==> src/rtl/subcore_dispatcher.sv <==
// Dispatches fork requests from the main core to the lowest-index idle sub core,
// tracks per-core busy state and signals main when a masked set of cores has finished.
module subcore_dispatcher #(
  parameter int unsigned SUBCORE_NUM = 8,
  parameter int unsigned PC_W        = 32,
  localparam int unsigned ID_W  = (SUBCORE_NUM > 1) ? $clog2(SUBCORE_NUM) : 1,
  localparam int unsigned CNT_W = $clog2(SUBCORE_NUM + 1)
) (
  input  logic                                clk,
  input  logic                                rst,
  input  logic                                fork_valid,
  input  logic [PC_W-1:0]                     fork_pc,
  output logic                                fork_ready,
  output logic [ID_W-1:0]                     fork_id,
  output logic [SUBCORE_NUM-1:0]              exec_requested,
  output logic [SUBCORE_NUM-1:0][PC_W-1:0]    requested_pc,
  input  logic [SUBCORE_NUM-1:0]              subcore_ended,
  input  logic                                join_valid,
  input  logic [SUBCORE_NUM-1:0]              join_mask,
  output logic                                join_done,
  output logic [SUBCORE_NUM-1:0]              busy,
  output logic [CNT_W-1:0]                    busy_count,
  output logic                                err_spurious
);

  typedef enum logic [1:0] {
    J_IDLE,
    J_WAIT,
    J_DONE
  } join_state_t;

  join_state_t            join_state;
  logic [SUBCORE_NUM-1:0] join_mask_q;

  logic                   fork_fire;
  logic [ID_W-1:0]        pick_id;
  logic [SUBCORE_NUM-1:0] pick_oh;
  logic [SUBCORE_NUM-1:0] busy_nxt;
  logic [CNT_W-1:0]       cnt_nxt;
  logic                   spurious;

  assign fork_ready = ~&busy;
  assign fork_fire  = fork_valid & fork_ready;
  assign spurious   = |(subcore_ended & ~busy);

  // Lowest-index idle core; scanning downward lets the lowest index win.
  always_comb begin
    pick_id = '0;
    for (int i = SUBCORE_NUM - 1; i >= 0; i--) begin
      if (!busy[i]) pick_id = ID_W'(i);
    end
    pick_oh = '0;
    for (int i = 0; i < SUBCORE_NUM; i++) begin
      pick_oh[i] = fork_fire && (pick_id == ID_W'(i));
    end
  end

  // Ends clear busy; a fork can only target an idle core, so the set bit never collides.
  always_comb begin
    busy_nxt = (busy & ~subcore_ended) | pick_oh;
    cnt_nxt  = '0;
    for (int i = 0; i < SUBCORE_NUM; i++) begin
      cnt_nxt = cnt_nxt + CNT_W'(busy_nxt[i]);
    end
  end

  always_ff @(posedge clk or posedge rst) begin
    if (rst) begin
      busy           <= '0;
      busy_count     <= '0;
      exec_requested <= '0;
      requested_pc   <= '0;
      fork_id        <= '0;
      err_spurious   <= 1'b0;
    end else begin
      busy           <= busy_nxt;
      busy_count     <= cnt_nxt;
      exec_requested <= pick_oh;
      err_spurious   <= err_spurious | spurious;
      if (fork_fire) fork_id <= pick_id;
      for (int i = 0; i < SUBCORE_NUM; i++) begin
        if (pick_oh[i]) requested_pc[i] <= fork_pc;
      end
    end
  end

  // Join FSM; completion is judged on registered busy, so the earliest done is two cycles out.
  always_ff @(posedge clk or posedge rst) begin
    if (rst) begin
      join_state  <= J_IDLE;
      join_mask_q <= '0;
      join_done   <= 1'b0;
    end else begin
      case (join_state)
        J_IDLE: begin
          join_done <= 1'b0;
          if (join_valid) begin
            join_mask_q <= join_mask;
            join_state  <= J_WAIT;
          end
        end
        J_WAIT: begin
          if ((busy & join_mask_q) == '0) begin
            join_state <= J_DONE;
            join_done  <= 1'b1;
          end
        end
        J_DONE: begin
          join_done  <= 1'b0;
          join_state <= J_IDLE;
        end
        default: begin
          join_done  <= 1'b0;
          join_state <= J_IDLE;
        end
      endcase
    end
  end

endmodule
==> config.mk <==
export PLATFORM = sky130hd
export DESIGN_NAME = subcore_dispatcher
export DESIGN_NICKNAME = d
export VERILOG_FILES = /design/src/rtl/subcore_dispatcher.sv
export SDC_FILE = /design/constraint.sdc
export NUM_CORES = 1
export LEC_CHECK = 0
export CORE_ASPECT_RATIO = 1.1
export CORE_MARGIN = 4
export CORE_UTILIZATION = 65
export DETAILED_ROUTE_END_ITERATION = 16
export DONT_BUFFER_PORTS = 1
export GPL_ROUTABILITY_DRIVEN = 0
export GPL_TIMING_DRIVEN = 0
export PLACE_DENSITY_LB_ADDON = 0.3
export SYNTH_ARGS = -nofsm -noshare
export SYNTH_HDL_FRONTEND = slang
export SYNTH_SLANG_ARGS = --single-unit
==> constraint.sdc <==
create_clock -name clk -period 27.8 [get_ports clk]
set_input_delay 4.17 -clock clk [delete_from_list [all_inputs] [get_ports clk]]
set_output_delay 4.17 -clock clk [all_outputs]
set_load 0.02 [all_outputs]
==> results.sh, run 1 <==
export IMPL_cts_hold_buffers=0
export IMPL_path_cells="buf_2, nand3_1, clkbuf_1, o21ai_0, fa_1, inv_1, fa_1, fa_1, inv_1, ha_1, inv_1, fa_1, inv_1"
export IMPL_fin_setup_tns_ps=0
export IMPL_p_per_area_nw_per_um2=91.9
export IMPL_htree_levels=1
export IMPL_rows=49
export IMPL_ctsResizeCount=0
export IMPL_cp_max_fo=10
export IMPL_ir_worst_vdd_uv=61.1
export IMPL_dp_cells=878
export IMPL_routedWlPerCell_um=29.0
export IMPL_finalHoldViolCount=0
export IMPL_post_cts_repair_setup_buffers=0
export IMPL_slew_headroom_pct=45.4
export IMPL_synth_cells=672
export IMPL_critical_path_max_stage_delay_ps=640
export IMPL_grt_max_degree=136
export IMPL_final_cells=927
export IMPL_clk_latency_ps=520
export IMPL_first_global_vias=6503
export IMPL_die_h_um=145
export IMPL_hp_class="reg2reg"
export IMPL_drtIter0Drc=284
export IMPL_p_leak_nw=6.00
export IMPL_n_antenna_cell=0
export IMPL_regArea_um2=7280
export IMPL_die_w_um=132
export IMPL_yosysUniqueCellTypes=38
export IMPL_clkSinkCount=291
export IMPL_firstDrtPassIters=5
export IMPL_worst_hold_slack_ps=515
export IMPL_synth_seq_area_share_pct=66.0
export IMPL_drv_slew=0
export IMPL_max_freq_mhz=131
export IMPL_cp_required_ps=28210
export IMPL_utilization_pct=74.2
export IMPL_cts_tree="done"
export IMPL_yosysTopAreaCellShare_pct=66.0
export IMPL_io_buffers=0
export IMPL_setup_viol=0
export IMPL_fillers=976
export IMPL_num_vias=5862
export IMPL_status="complete, no violations"
export IMPL_core_area_um2=16500
export IMPL_cp_arrival_ps=8050
export IMPL_root_buffer="clkbuf_16"
export IMPL_startpoint_type="input pin"
export IMPL_fin_crit_ps=7640
export IMPL_grt_overflow_total=0
export IMPL_track_usage_pct=27.8
export IMPL_clkTransAtPathRegs_ps=70
export IMPL_nets=762
export IMPL_clock_skew_ps=10.1
export IMPL_layout_drive_gt1_share_pct=45.0
export IMPL_rsz0062_at_grt="false"
export IMPL_syn2layout_area_growth_pct=10.9
export IMPL_grt_pass1_wl_um=40400
export IMPL_final_antenna_net_count=0
export IMPL_hpwl_um=19300
export IMPL_drc=0
export IMPL_vias_per_cell=6.32
export IMPL_synth_area_per_cell_um2=16.4
export IMPL_worstSetupPathType="in2reg"
export IMPL_synth_warnings=0
export IMPL_routed_wl_um=26900
export IMPL_power_mw=1.12
export IMPL_tightest_slew_ps=819
export IMPL_clk_path_buf_depth=3
export IMPL_synth_area_leaders="dfrtp_1, mux2_2, mux2_1"
export IMPL_slowest_stage="clkbuf_1"
export IMPL_initial_core_util_pct=66.9
export IMPL_fin_crit_sh_pct=27.5
export IMPL_antenna_found_initial=0
export IMPL_ioPinCount=334
export IMPL_yosysTopAreaCell="dfrtp_1"
export IMPL_ys_ff_latch=291
export IMPL_multi_input_area_um2=3510
export IMPL_syn_area_um2=11000
export IMPL_numCtsBuffers=27
export IMPL_synth_nets=731
export IMPL_cp_end_kind="flop"
export IMPL_cap_violations=0
export IMPL_die_area_um2=19100
## flip-flops by register name, summed over array words and instances, names as in the netlist
name	flops
exec_requested	8
join_mask_q	8
requested_pc	256
busy	8
fork_id	3
busy_count	4
join_done	1
join_state	2
err_spurious	1
## critical path: cells and delay by family
kind / cells / cell delay [ps]
adders and majority gates: 5 / 2200
AOI/OAI and AO/OA: 1 / 330
buffers and inverters: 6 / 1030
and+or+nand+nor: 1 / 310
## cell type report
cell class | count | share of cell area, %
inverter | 23 | 0.767
clock buffer | 36 | 6.21
multi-input combinational | 331 | 28.7
buffer | 27 | 1.31
tap | 204 | 2.09
sequential | 291 | 59.5
timing repair buffer | 2 | 0.450
clock inverter | 13 | 1.01
## final timing paths
check | start | to | slack (ps) | cells past startpoint
worst min register to register | join_mask_q[3] | join_mask_q[3] | 510 | 1
worst max register to register | busy[1] | busy_count[1] | 23130 | 14
max in group asynchronous | rst | requested_pc[235] | 23450 | 2
worst min-delay path | join_mask_q[3] | join_mask_q[3] | 510 | 1
worst max-delay path | fork_valid | busy_count[1] | 20160 | 13
min in group asynchronous | rst | requested_pc[146] | 3450 | 1
## kinds of logic (layout without fill, tap and decap cells)
kind of cell             count (synthesis)  after routing  synth area share [%]
flip-flops                             291            291                  66.0
multiplexers                           264            264                  26.9
buffers and inverters                   50            101                  2.23
AO/OA/AOI/OAI                           32             32                  2.08
AND/OR/NAND/NOR                         27             27                  1.61
adder cells (fa/ha/maj)                  7              7                  1.07
XOR/XNOR                                 1              1                0.0794
## synth_stat cells
| cell type | number |
|---|---|
| buf_2 | 11 |
| o21a_1 | 2 |
| o2111ai_1 | 1 |
| clkbuf_1 | 10 |
| o2bb2ai_1 | 1 |
| nand3_1 | 2 |
| nand2_1 | 3 |
| fa_1 | 4 |
| a211oi_2 | 1 |
| mux2_2 | 254 |
| or2_2 | 1 |
| o21bai_4 | 1 |
| a222oi_1 | 1 |
| a221oi_1 | 1 |
| xnor2_1 | 1 |
| nor2b_1 | 2 |
| o311ai_0 | 1 |
| a31oi_1 | 1 |
| or3_1 | 1 |
| nor3_4 | 1 |
| buf_6 | 6 |
| o31a_1 | 1 |
| nand4_1 | 4 |
| nor2_1 | 6 |
| mux2_1 | 10 |
| nand2b_1 | 3 |
| o21ai_0 | 6 |
| inv_1 | 23 |
| a21o_1 | 1 |
| nor4_4 | 1 |
| a21oi_1 | 8 |
| and2_1 | 1 |
| dfrtp_1 | 291 |
| ha_1 | 3 |
| and4_1 | 1 |
| a22oi_1 | 4 |
| nor3b_2 | 1 |
| o21bai_1 | 2 |
## report_power, final
group / total (mW) / switching [mW] / internal [mW]
Combinational: 0.109 / 0.0449 / 0.0643
Sequential: 0.654 / 0.154 / 0.500
Clock: 0.362 / 0.151 / 0.211
## layer usage
| metal | share of wire (%) | global-route usage (%) |
|---|---|---|
| met5 | 0 | 0 |
| met3 | 12 | 12.8 |
| met2 | 51 | 48.6 |
| met1 | 34 | 31.1 |
| met4 | 2.4 | 7.88 |
## cells in the final DEF, fill, tap and decap left out, types with 8 or more instances in the layout
cell	netlist	routed
mux2_1	10	10
clkbuf_16	0	27
dfrtp_1	291	291
clkinv_2	0	8
buf_2	11	11
mux2_2	254	254
inv_1	23	22
a21oi_1	8	8
clkbuf_1	10	14
## through the flow
step	setup WS, ps	area (µm²)
4_1_cts	20220	12200
3_3_place_gp	13670	11300
3_5_place_dp	19710	11400
5_1_grt	20040	12200
2_1_floorplan	15600	11000
6_report	20160	12200
Power figures use the tool's default switching activity.
==> run 2: changes to the inputs <==
--- a/config.mk
+++ b/config.mk
@@ -7,7 +7,7 @@
 export LEC_CHECK = 0
 export CORE_ASPECT_RATIO = 1.1
 export CORE_MARGIN = 4
-export CORE_UTILIZATION = 65
+export CORE_UTILIZATION = 57
 export DETAILED_ROUTE_END_ITERATION = 16
 export DONT_BUFFER_PORTS = 1
 export GPL_ROUTABILITY_DRIVEN = 0
==> constraint.sdc (replaced) <==
create_clock -name clk -period 6.5 [get_ports clk]
set_input_delay 0.975 -clock clk [delete_from_list [all_inputs] [get_ports clk]]
set_output_delay 0.975 -clock clk [all_outputs]
set_load 0.02 [all_outputs]
==> results.sh, run 2 (synthesized netlist as in run 1, its figures left out) <==
export IMPL_vias_per_cell=6.09
export IMPL_rsz0062_at_grt="false"
export IMPL_cap_violations=0
export IMPL_firstDrtPassIters=4
export IMPL_ctsResizeCount=0
export IMPL_ff2ff_path_depth=14
export IMPL_critical_path_max_stage_delay_ps=600
export IMPL_cp_arrival_ps=5040
export IMPL_rows=53
export IMPL_die_area_um2=21700
export IMPL_clk_latency_ps=530
export IMPL_power_mw=4.93
export IMPL_utilization_pct=65.1
export IMPL_max_freq_mhz=216
export IMPL_numCtsBuffers=28
export IMPL_cts_tree="done"
export IMPL_r2r_end="busy_count[2]"
export IMPL_clk_path_buf_depth=3
export IMPL_cp_num_buf_inv=6
export IMPL_worstSetupPathType="reg2reg"
export IMPL_fin_crit_ps=4620
export IMPL_grt_pass1_wl_um=41200
export IMPL_core_area_um2=19100
export IMPL_p_leak_nw=6.05
export IMPL_tightest_slew_ps=787
export IMPL_first_global_vias=6646
export IMPL_cp_top_family="adder cells"
export IMPL_hp_class="in2async"
export IMPL_largest_reg_flops=256
export IMPL_post_place_ws_ps=1590
export IMPL_setup_viol=0
export IMPL_clock_skew_ps=16.7
export IMPL_path_cells="buf_2, inv_1, nand3_1, clkbuf_1, o21ai_0, fa_1, inv_1, fa_1, fa_1, inv_1, ha_1, inv_1, fa_1, xnor2_1"
export IMPL_post_cts_repair_setup_buffers=0
export IMPL_htree_levels=1
export IMPL_cts_hold_buffers=0
export IMPL_worst_hold_slack_ps=455
export IMPL_fin_setup_tns_ps=0
export IMPL_ioPinCount=334
export IMPL_r2r_slack_ps=1880
export IMPL_routedWlPerCell_um=27.6
export IMPL_status="complete, no violations"
export IMPL_slew_headroom_pct=47.6
export IMPL_io_buffers=0
export IMPL_hpwl_um=19400
export IMPL_cp_end_kind="flop"
export IMPL_ir_worst_vdd_uv=241
export IMPL_mostFrequentLayoutCells="dfrtp_1, mux2_2, clkbuf_16, inv_1"
export IMPL_startpoint_type="flop"
export IMPL_drtIter0Drc=287
export IMPL_finalHoldViolCount=0
export IMPL_track_usage_pct=24.5
export IMPL_die_h_um=154
export IMPL_clkTransAtPathRegs_ps=60
export IMPL_cp_max_fo=10
export IMPL_grt_max_degree=48
export IMPL_reg2reg_from="busy[1]"
export IMPL_die_w_um=141
export IMPL_layout_setup_ws_ps=1880
export IMPL_antenna_found_initial=1
export IMPL_slowest_stage="fa_1"
export IMPL_cp_required_ps=6920
export IMPL_drc=0
export IMPL_syn2layout_area_growth_pct=12.6
export IMPL_clkSinkCount=291
export IMPL_top_register="requested_pc"
export IMPL_final_antenna_net_count=0
export IMPL_root_buffer="clkbuf_16"
export IMPL_layout_drive_gt1_share_pct=45.3
export IMPL_routed_wl_um=26800
export IMPL_drv_slew=0
export IMPL_final_common_cell="dfrtp_1"
export IMPL_num_vias=5903
export IMPL_n_antenna_cell=0
export IMPL_initial_core_util_pct=57.8
export IMPL_grt_overflow_total=0
export IMPL_fin_crit_sh_pct=71.2
export IMPL_nets=767
export IMPL_p_per_area_nw_per_um2=397
## run 2: worst reg2reg max path: stages (launching register included)
cell and delay (ps):
dfrtp_1 490, buf_2 240, inv_1 100, nand3_1 370, clkbuf_1 560, o21ai_0 350, fa_1 600, inv_1 50
fa_1 500, fa_1 420, inv_1 80, ha_1 180, inv_1 70, fa_1 370, xnor2_1 140
## run 2: stage by stage
step                      std cells  instance area (µm²)
after floorplan                 672                11000
after global placement          919                11300
after detailed placement        925                11500
after CTS                       969                12400
after global routing            969                12400
final                           969                12400
## run 2: area by class of cell
class	count	area, µm²
well taps	247	309
flip-flops and latches	291	7280
multi-input cells	331	3510
clock inverters	8	145
repair buffers	6	120
fillers	1345	6670
clock buffers	36	812
inverters	23	90.1
plain buffers	27	160
## run 2: power by group
| part | switching (mW) | internal (mW) | leakage [nW] |
|---|---|---|---|
| Clock | 0.647 | 1.03 | 0.466 |
| Combinational | 0.190 | 0.278 | 1.79 |
| Sequential | 0.648 | 2.14 | 3.80 |
## run 2: worst max-delay path by stage
stage          startpoint              to  cells after the start
2_1_floorplan         rst         busy[0]                      1
3_5_place_dp   fork_valid   busy_count[2]                     13
3_3_place_gp          rst  join_mask_q[0]                      1
4_1_cts           busy[1]   busy_count[2]                     14
6_report          busy[1]   busy_count[2]                     14
5_1_grt           busy[0]   busy_count[2]                     14
## run 2: layer usage
| layer | vias up | GRT usage, % | share of wire [%] |
|---|---|---|---|
| met3 | 56 | 12.2 | 14 |
| met5 | - | 0 | 0.049 |
| met4 | 2 | 7.52 | 2.7 |
| met2 | 310 | 42.1 | 51 |
| li1 | 2426 | - | - |
| met1 | 3109 | 26.6 | 32 |
==> run 3: changes to the inputs <==
--- a/config.mk
+++ b/config.mk
@@ -7,7 +7,7 @@
 export LEC_CHECK = 0
 export CORE_ASPECT_RATIO = 1.1
 export CORE_MARGIN = 4
-export CORE_UTILIZATION = 57
+export CORE_UTILIZATION = 63
 export DETAILED_ROUTE_END_ITERATION = 16
 export DONT_BUFFER_PORTS = 1
 export GPL_ROUTABILITY_DRIVEN = 0
==> constraint.sdc (replaced) <==
create_clock -name clk -period 4.8 [get_ports clk]
set_input_delay 0.72 -clock clk [delete_from_list [all_inputs] [get_ports clk]]
set_output_delay 0.72 -clock clk [all_outputs]
set_load 0.02 [all_outputs]
==> results.sh, run 3 (synthesized netlist as in run 1, its figures left out) <==
export IMPL_worstSetupPathType="reg2reg"
export IMPL_final_cells=964
export IMPL_nets=768
export IMPL_first_global_vias=6714
export IMPL_finalHoldViolCount=0
export IMPL_grt_pass1_wl_um=40900
export IMPL_grt_util_met1_pct=31.3
export IMPL_cp_arrival_ps=4950
export IMPL_post_place_ws_ps=129
export IMPL_dp_cells=913
export IMPL_syn2layout_area_growth_pct=12.3
export IMPL_max_freq_mhz=220
export IMPL_rsz0062_at_grt="false"
export IMPL_ff2ff_path_depth=14
export IMPL_cts_tree="done"
export IMPL_die_h_um=147
export IMPL_grt_max_degree=46
export IMPL_top_register="requested_pc"
export IMPL_hpwl_um=18900
export IMPL_status="complete, no violations"
export IMPL_n_antenna_cell=0
export IMPL_tightest_slew_ps=773
export IMPL_core_area_um2=17100
export IMPL_reg2reg_from="busy[0]"
export IMPL_fin_crit_sh_pct=94.6
export IMPL_p_leak_nw=6.06
export IMPL_grt_use_met3_pct=11.2
export IMPL_post_cts_repair_setup_buffers=0
export IMPL_die_area_um2=19700
export IMPL_power_mw=6.56
export IMPL_gr_max_usage_layer="met2"
export IMPL_ctsResizeCount=0
export IMPL_clk_path_buf_depth=3
export IMPL_drv_slew=0
export IMPL_routed_wl_um=26500
export IMPL_cp_max_fo=10
export IMPL_setup_worst_path_start="busy[0]"
export IMPL_clkTransAtPathRegs_ps=70
export IMPL_use_met2_pct=46.1
export IMPL_endpoint="busy_count[2]"
export IMPL_grt_overflow_total=0
export IMPL_final_antenna_net_count=0
export IMPL_cp_required_ps=5210
export IMPL_clkSinkCount=291
export IMPL_num_vias=5947
export IMPL_ioPinCount=334
export IMPL_cp_end_kind="flop"
export IMPL_ir_worst_vdd_uv=379
export IMPL_mostFrequentLayoutCells="dfrtp_1, mux2_2, clkbuf_16, inv_1, clkbuf_1"
export IMPL_rows=50
export IMPL_htree_levels=1
export IMPL_fin_crit_ps=4540
export IMPL_antenna_found_initial=1
export IMPL_final_common_cell="dfrtp_1"
export IMPL_fin_setup_tns_ps=0
export IMPL_p_per_area_nw_per_um2=530
export IMPL_r2r_slack_ps=260
export IMPL_startpoint_type="flop"
export IMPL_vias_per_cell=6.17
export IMPL_layout_setup_ws_ps=262
export IMPL_die_w_um=134
export IMPL_io_buffers=0
export IMPL_setup_viol=0
export IMPL_clock_skew_ps=9.73
export IMPL_slew_headroom_pct=48.5
export IMPL_track_usage_pct=26.9
export IMPL_cts_hold_buffers=0
export IMPL_cap_violations=0
export IMPL_routedWlPerCell_um=27.5
export IMPL_numCtsBuffers=28
export IMPL_r2r_end="busy_count[2]"
export IMPL_layout_drive_gt1_share_pct=45.6
export IMPL_drtIter0Drc=349
export IMPL_drc=0
export IMPL_initial_core_util_pct=64.4
export IMPL_largest_reg_flops=256
export IMPL_firstDrtPassIters=6
export IMPL_hp_class="in2async"
export IMPL_clk_latency_ps=520
export IMPL_root_buffer="clkbuf_16"
==> run 3: changes by cell type in the layout (fill, tap and decap cells not counted), sizes merged <==
cell and change:
bufinv -3, clkbuf +3, clkinv +8, inv +1, buf +1, clkinvlp -2
==> run 3: metal layers <==
layer | up-vias | share of wire (%)
met3 | 41 | 12
met1 | 3129 | 34
met4 | 0 | 2.6
li1 | 2454 | -
met2 | 323 | 51
met5 | - | 0
==> run 3: through the flow <==
stage	hold WS (ps)	util (%)	instance area, µm²
detailed placement	497	66.9	11500
global route	105	72.3	12400
CTS	85.5	72.3	12400
global placement	492	66.1	11300
floorplan	481	-	11000
finish	89.4	72.3	12400
==> run 3: cell type report <==
cell class	count	area, µm²
tap	234	293
timing repair buffer	7	140
clock inverter	12	91.3
buffer	27	161
sequential	291	7280
clock buffer	39	823
inverter	23	90.1
fill	1097	4750
multi-input combinational	331	3510
==> run 3: critical path, stage by stage, from the launching register on <==
cell and delay, ps:
dfrtp_1 470, buf_2 230, inv_1 130, nand2_1 320
clkbuf_1 610, o21ai_0 310, fa_1 550, inv_1 50
fa_1 520, fa_1 440, inv_1 80, ha_1 170
inv_1 60, fa_1 370, xnor2_1 140
==> run 3: how the worst min path moves through the flow <==
stage,from,endpoint,slack (ps),depth (start not counted)
after floorplan,join_mask_q[2],join_mask_q[2],480,1
after global placement,join_mask_q[7],join_mask_q[7],490,1
after CTS,rst,requested_pc[77],90,1
after detailed placement,join_mask_q[4],join_mask_q[4],500,1
final,rst,requested_pc[74],90,1
after global routing,rst,requested_pc[74],110,1
==> run 3: report_power, final <==
group          total [mW]  internal (mW)  switching [mW]
clock network        2.14           1.25           0.893
logic               0.637          0.379           0.258
registers            3.78           2.90           0.884
total                6.56           4.53            2.04
